[src/rtl/m_axis_pattern_gen.sv]
// AXI4-Stream master test-pattern source: NPKT packets of LEN beats separated by GAP idle cycles,
// with runtime-selectable data pattern and full tvalid/tready hold behaviour.
module m_axis_pattern_gen #(
    parameter int          DWIDTH = 32,
    parameter int          LENW   = 16,
    parameter int          GAPW   = 8,
    parameter int          PKTW   = 16,
    parameter logic [31:0] SEED   = 32'h0000_0001
) (
    input  logic                  clk,
    input  logic                  xrst,
    input  logic                  start,
    input  logic [1:0]            mode,
    input  logic [LENW-1:0]       len,
    input  logic [GAPW-1:0]       gap,
    input  logic [PKTW-1:0]       npkt,
    input  logic                  tready,
    output logic                  tvalid,
    output logic [DWIDTH-1:0]     tdata,
    output logic [DWIDTH/8-1:0]   tstrb,
    output logic                  tlast,
    output logic                  busy,
    output logic                  done
);

    localparam logic [31:0]       LFSR_MASK = 32'h8020_0003;
    localparam logic [31:0]       LFSR_INIT = (SEED == 32'h0000_0000) ? 32'h0000_0001 : SEED;
    localparam logic [LENW-1:0]   ONE_L     = LENW'(1'b1);
    localparam logic [GAPW-1:0]   ONE_G     = GAPW'(1'b1);
    localparam logic [PKTW-1:0]   ONE_P     = PKTW'(1'b1);
    localparam logic [DWIDTH-1:0] ONE_D     = DWIDTH'(1'b1);

    typedef enum logic [1:0] {
        S_IDLE = 2'd0,
        S_SEND = 2'd1,
        S_GAP  = 2'd2
    } state_t;

    function automatic logic [31:0] lfsr_step(input logic [31:0] cur);
        lfsr_step = (cur >> 1) ^ (cur[0] ? LFSR_MASK : 32'h0000_0000);
    endfunction

    // Data word for a beat given its in-packet index, running count and current LFSR value.
    function automatic logic [DWIDTH-1:0] beat_data(input logic [1:0]        m,
                                                    input logic [LENW-1:0]   b,
                                                    input logic [DWIDTH-1:0] r,
                                                    input logic [31:0]       l);
        case (m)
            2'd0:    beat_data = DWIDTH'(b) + ONE_D;
            2'd1:    beat_data = r + ONE_D;
            2'd2:    beat_data = DWIDTH'(l);
            2'd3:    beat_data = {(DWIDTH/8){8'hA5}};
            default: beat_data = {DWIDTH{1'b0}};
        endcase
    endfunction

    state_t             state_r, state_s;
    logic [1:0]         mode_r, mode_s;
    logic [LENW-1:0]    len_r, len_s;
    logic [GAPW-1:0]    gap_r, gap_s;
    logic [PKTW-1:0]    npkt_r, npkt_s;
    logic [LENW-1:0]    beat_r, beat_s;
    logic [PKTW-1:0]    pkt_r, pkt_s;
    logic [GAPW-1:0]    gcnt_r, gcnt_s;
    logic [DWIDTH-1:0]  run_r, run_s;
    logic [31:0]        lfsr_r, lfsr_s;
    logic [DWIDTH-1:0]  tdata_r, tdata_s;
    logic               tlast_r, tlast_s;
    logic               tvalid_r, tvalid_s;
    logic               busy_r, busy_s;
    logic               done_r, done_s;

    logic               xfer_s;
    logic               last_beat_s;
    logic               last_pkt_s;
    logic [LENW-1:0]    len_m1_s;
    logic [31:0]        lfsr_adv_s;

    assign xfer_s      = tvalid_r & tready;
    assign len_m1_s    = len_r - ONE_L;
    assign last_beat_s = (beat_r == len_m1_s);
    // npkt of zero never matches, so the run continues until reset
    assign last_pkt_s  = (npkt_r != {PKTW{1'b0}}) && (pkt_r == (npkt_r - ONE_P));
    // The LFSR only moves on transfers of an LFSR-mode run so its sequence is contiguous across runs
    assign lfsr_adv_s  = (mode_r == 2'd2) ? lfsr_step(lfsr_r) : lfsr_r;

    // Next-state and next-output logic
    always_comb begin
        state_s  = state_r;
        mode_s   = mode_r;
        len_s    = len_r;
        gap_s    = gap_r;
        npkt_s   = npkt_r;
        beat_s   = beat_r;
        pkt_s    = pkt_r;
        gcnt_s   = gcnt_r;
        run_s    = run_r;
        lfsr_s   = lfsr_r;
        tdata_s  = tdata_r;
        tlast_s  = tlast_r;
        tvalid_s = tvalid_r;
        done_s   = 1'b0;
        case (state_r)
            S_IDLE: begin
                if (start && (len != {LENW{1'b0}})) begin
                    mode_s   = mode;
                    len_s    = len;
                    gap_s    = gap;
                    npkt_s   = npkt;
                    beat_s   = {LENW{1'b0}};
                    pkt_s    = {PKTW{1'b0}};
                    run_s    = {DWIDTH{1'b0}};
                    tdata_s  = beat_data(mode, {LENW{1'b0}}, {DWIDTH{1'b0}}, lfsr_r);
                    tlast_s  = (len == ONE_L);
                    tvalid_s = 1'b1;
                    state_s  = S_SEND;
                end else begin
                    tvalid_s = 1'b0;
                end
            end
            S_SEND: begin
                if (xfer_s) begin
                    lfsr_s = lfsr_adv_s;
                    run_s  = run_r + ONE_D;
                    if (last_beat_s) begin
                        beat_s = {LENW{1'b0}};
                        pkt_s  = pkt_r + ONE_P;
                        if (last_pkt_s) begin
                            state_s  = S_IDLE;
                            tvalid_s = 1'b0;
                            tlast_s  = 1'b0;
                            done_s   = 1'b1;
                        end else begin
                            // First beat of the next packet is staged now and held through any gap
                            tdata_s = beat_data(mode_r, {LENW{1'b0}}, run_r + ONE_D, lfsr_adv_s);
                            tlast_s = (len_r == ONE_L);
                            if (gap_r != {GAPW{1'b0}}) begin
                                state_s  = S_GAP;
                                tvalid_s = 1'b0;
                                gcnt_s   = gap_r;
                            end else begin
                                tvalid_s = 1'b1;
                            end
                        end
                    end else begin
                        beat_s  = beat_r + ONE_L;
                        tdata_s = beat_data(mode_r, beat_r + ONE_L, run_r + ONE_D, lfsr_adv_s);
                        tlast_s = ((beat_r + ONE_L) == len_m1_s);
                    end
                end else begin
                    tvalid_s = 1'b1;
                end
            end
            S_GAP: begin
                if (gcnt_r == ONE_G) begin
                    state_s  = S_SEND;
                    tvalid_s = 1'b1;
                end else begin
                    gcnt_s = gcnt_r - ONE_G;
                end
            end
            default: begin
                state_s  = S_IDLE;
                tvalid_s = 1'b0;
                tlast_s  = 1'b0;
            end
        endcase
        busy_s = (state_s != S_IDLE);
    end

    // FSM state register
    always_ff @(posedge clk or negedge xrst) begin
        if (!xrst) begin
            state_r <= S_IDLE;
        end else begin
            state_r <= state_s;
        end
    end

    // Configuration, counters, LFSR and registered stream outputs
    always_ff @(posedge clk or negedge xrst) begin
        if (!xrst) begin
            mode_r   <= 2'd0;
            len_r    <= {LENW{1'b0}};
            gap_r    <= {GAPW{1'b0}};
            npkt_r   <= {PKTW{1'b0}};
            beat_r   <= {LENW{1'b0}};
            pkt_r    <= {PKTW{1'b0}};
            gcnt_r   <= {GAPW{1'b0}};
            run_r    <= {DWIDTH{1'b0}};
            lfsr_r   <= LFSR_INIT;
            tdata_r  <= {DWIDTH{1'b0}};
            tlast_r  <= 1'b0;
            tvalid_r <= 1'b0;
            busy_r   <= 1'b0;
            done_r   <= 1'b0;
        end else begin
            mode_r   <= mode_s;
            len_r    <= len_s;
            gap_r    <= gap_s;
            npkt_r   <= npkt_s;
            beat_r   <= beat_s;
            pkt_r    <= pkt_s;
            gcnt_r   <= gcnt_s;
            run_r    <= run_s;
            lfsr_r   <= lfsr_s;
            tdata_r  <= tdata_s;
            tlast_r  <= tlast_s;
            tvalid_r <= tvalid_s;
            busy_r   <= busy_s;
            done_r   <= done_s;
        end
    end

    assign tvalid = tvalid_r;
    assign tdata  = tdata_r;
    assign tlast  = tlast_r;
    assign tstrb  = {(DWIDTH/8){1'b1}};
    assign busy   = busy_r;
    assign done   = done_r;

endmodule
[config.mk]
export PLATFORM = sky130hd
export DESIGN_NAME = m_axis_pattern_gen
export DESIGN_NICKNAME = d
export VERILOG_FILES = /design/src/rtl/m_axis_pattern_gen.sv
export SDC_FILE = /design/constraint.sdc
export NUM_CORES = 1
export LEC_CHECK = 0
export CORE_MARGIN = 2
export CORE_UTILIZATION = 45
export CTS_CLUSTER_SIZE = 28
export DETAILED_ROUTE_END_ITERATION = 6
export HOLD_SLACK_MARGIN = 0.12
export PLACE_DENSITY = 0.69
export RECOVER_POWER = 50
export SYNTH_ARGS = -nofsm -noshare
export SYNTH_HDL_FRONTEND = slang
export SYNTH_SLANG_ARGS = --single-unit
[constraint.sdc]
create_clock -name clk -period 4.7 [get_ports clk]
set_clock_uncertainty 0.2 [all_clocks]
set_input_delay 0.94 -clock clk [delete_from_list [all_inputs] [get_ports clk]]
set_output_delay 0.94 -clock clk [all_outputs]
set_load 0.05 [all_outputs]
==> reports/metrics.yaml <==
outcome:
  status: "finished with violations"
  violations: "max-capacitance violations, max-slew violations"
clocking:
  hold_buffers: 0
  cts_root_buf: "clkbuf_16"
  cts.sinks: 184
  cts_buffer_depth: 2
  h-tree-depth: 4
  cts_setup_buffers: 0
  insertion_delay_ns: 0.46
  clkSlewWorstSetupHoldPaths_ns: 0.08
  cts_buffers: 17
  cts_tree: "built"
  cts-resized-gates: 0
critical_path:
  max_stage_delay_ns: 1.50
  crit_chain: "dlygate4sd3_1 -> nor4_1 -> and3_1 -> a31oi_1 -> nand2b_1 -> nand3_1 -> nor4_1 -> mux2_2"
  slowest_stage: "a31oi_1"
  cp_data_arrival_time_ns: 4.50
  worstSetupEndpointType: "register"
  critPathTopFamily: "compound AO/OA/AOI/OAI gates"
  required_ns: 4.83
  start_kind: "input pin"
  crit_top_cell: "nor4_1"
  worstPathMaxFanout: 16
  path_class: "input pin to register"
  timing.critical_path.buf_inv: 1
timing:
  setup_viol: 0
  worstMarginPinSlew_ns: 2.12
  holdWs_ns: 0.288
  clock.fmax_mhz: 229
  period_needed_ns: 4.37
  fin_crit_sh_pct: 93.0
  fin_ws_ns: 0.328
  rsz0062_at_grt: "false"
  slew_viol_final: 99
  tns_ns: 0
  hold_viol: 0
  slew_headroom_pct: -41.8
global_routing:
  grt_max_degree: 82
  grt_pass1_vias: 10200
  overflow: 0
  grt_pass1_wl_um: 52700
  antenna_found_initial: 0
  grt_use_total_pct: 22.8
routing:
  drtIter0Drc: 879
  wire_per_inst_um: 18.1
  drt_drc_violations_left: 0
  dr.pass1.iters: 5
  vias: 10800
  wl_um: 32300
  final_antenna_net_count: 0
  vias_per_cell: 6.03
floorplanning:
  rows: 60
  start_util_pct: 45.6
  coreArea_um2: 26900
  dieWidth_um: 169
  die_y_um: 169
  ios: 86
  die-area_um2: 28600
power:
  comb_power_share_pct: 3.1
  p_sw_share_pct: 25.7
  ir_drop_mv: 0.194
  switching_power_mw: 0.834
  seq_power_share_pct: 48.8
  pwr-share-clk_pct: 48.1
  p_leak_nw: 5.66
  pwr_density_cell_nw_per_um2: 232
  totalPowerFinal_mw: 3.24
  internal_power_mw: 2.41
yosys:
  yosysUniqueCellTypes: 82
  async_flop_share_pct: 100
  synthSimpleGateAreaFrac_pct: 22.1
  synth_seq_cells: 184
  synthCells: 1401
  synth_top_flop_cell: "dfrtp_1"
  synth_top_family_by_area: "simple AND/OR/NAND/NOR gates"
  synth_compound_area_share_pct: 17.1
  syn_area_per_cell_um2: 8.74
  seq_area_frac_synth_pct: 37.6
  synthAdderAreaFrac_pct: 1.12
  ys_warn_count: 0
  synth_xor_xnor_area_share_pct: 11.0
  syn_area_um2: 12200
  synth_edf_count: 0
  synth.mux.area_fraction_pct: 6.70
layout:
  antennaDiodeCount: 0
  layout_commonest_cell: "dfrtp_1"
  syn_to_final_growth_pct: 13.8
  mostFrequentLayoutCells: "dfrtp_1, nor2_1, nand2_1, xnor2_1, o21ai_0"
  fillers: 2496
  finalNetCount: 1485
  drive_gt1_share_pct: 10.8
place:
  dpl.hpwl_um: 23200
  io_buffers: 81
  pre_cts_slack_ns: 0.358
  gp_congestion: 0.902
min_path:
  hp-class: "register to register"
flow_run:
  maxCapViolCount: 3
## power groups by stage
| stage | registers, mW | clock network (mW) | logic [mW] |
|---|---|---|---|
| floorplan | 1.61 | 0 | 0.0247 |
| global placement | 1.61 | 0 | 0.103 |
| detailed placement | 1.61 | 0 | 0.104 |
| CTS | 1.58 | 1.58 | 0.105 |
| global route | 1.58 | 1.65 | 0.112 |
| finish | 1.58 | 1.56 | 0.0999 |
## area by class of cell
type	count	area, µm²	area share, %
Multi-Input combinational cell	1091	7150	51.3
Sequential cell	184	4610	33.0
Timing Repair Buffer	111	1030	7.39
Tap cell	341	427	3.06
Clock buffer	17	425	3.05
Clock inverter	15	218	1.56
Inverter	23	86.3	0.619
## flip-flops by register name (all words and copies together), names as in the netlist
name / cells
beat_r: 16
busy: 1
done: 1
gap_r: 8
gcnt_r: 8
len_r: 16
lfsr_r: 32
mode_r: 2
npkt_r: 16
pkt_r: 16
run_r: 32
state_r: 2
tdata: 32
tlast: 1
tvalid: 1
## cells by family after synthesis
family	Yosys count
and+or+nand+nor	523
AOI/OAI and AO/OA	326
DFF	184
xor gates and xnor gates	154
buffers and inverters	129
muxes	73
adders and majority gates	11
other	1
## cell usage after synthesis, types with 30 or more instances
cell / instances / area share (%)
clkbuf_1: 90 / 2.8
xor2_1: 60 / 4.3
a31oi_1: 30 / 1.5
nor2_1: 133 / 4.1
mux2_2: 71 / 6.5
nand3_1: 46 / 1.9
dfrtp_1: 183 / 37
o21ai_0: 81 / 3.3
nand2_1: 113 / 3.5
nor3_1: 44 / 1.8
a21oi_1: 62 / 2.5
xnor2_1: 94 / 6.7
## worst paths after layout
kind	from	depth (start not counted)	to	slack, ns
max	len[11]	8	pkt_r[14]$_DFFE_PN0P_	0.33
min	tdata[0]$_DFFE_PN0P_	1	tdata[0]$_DFFE_PN0P_	0.29
max reg2reg	len_r[0]$_DFFE_PN0P_	11	tdata[16]$_DFFE_PN0P_	0.43
min reg2reg	tdata[0]$_DFFE_PN0P_	1	tdata[0]$_DFFE_PN0P_	0.29
max in group asynchronous	xrst	2	len_r[8]$_DFFE_PN0P_	1.19
min in group asynchronous	xrst	1	run_r[20]$_DFFE_PN0P_	0.86
## layer usage
layer  global-route usage, %  share of wire, %  up-vias
met3                    3.30               4.9       58
met4                    8.03               2.4        0
met1                    31.1                45     5190
met5                       0                 0        -
li1                        -                 -     5134
met2                    37.1                47      369
## worst register-to-register path, delay by kind of cell (launching register included)
family                   cells  cell delay [ns]
AO/OA/AOI/OAI                1             0.24
XOR/XNOR                     1             0.57
adder cells (fa/ha/maj)      1             0.20
buffers and inverters        3             0.39
flip-flops                   1             0.44
AND/OR/NAND/NOR              5             2.14
## stage by stage
step	std cells	utilization [%]	area, µm²
6_report	1782	51.9	13900
5_1_grt	1782	51.9	13900
4_1_cts	1779	51.9	14000
3_5_place_dp	1747	49.5	13300
3_3_place_gp	1747	49.5	13300
2_1_floorplan	1404	-	12300
Note: power is estimated with default switching activity, not from simulation.
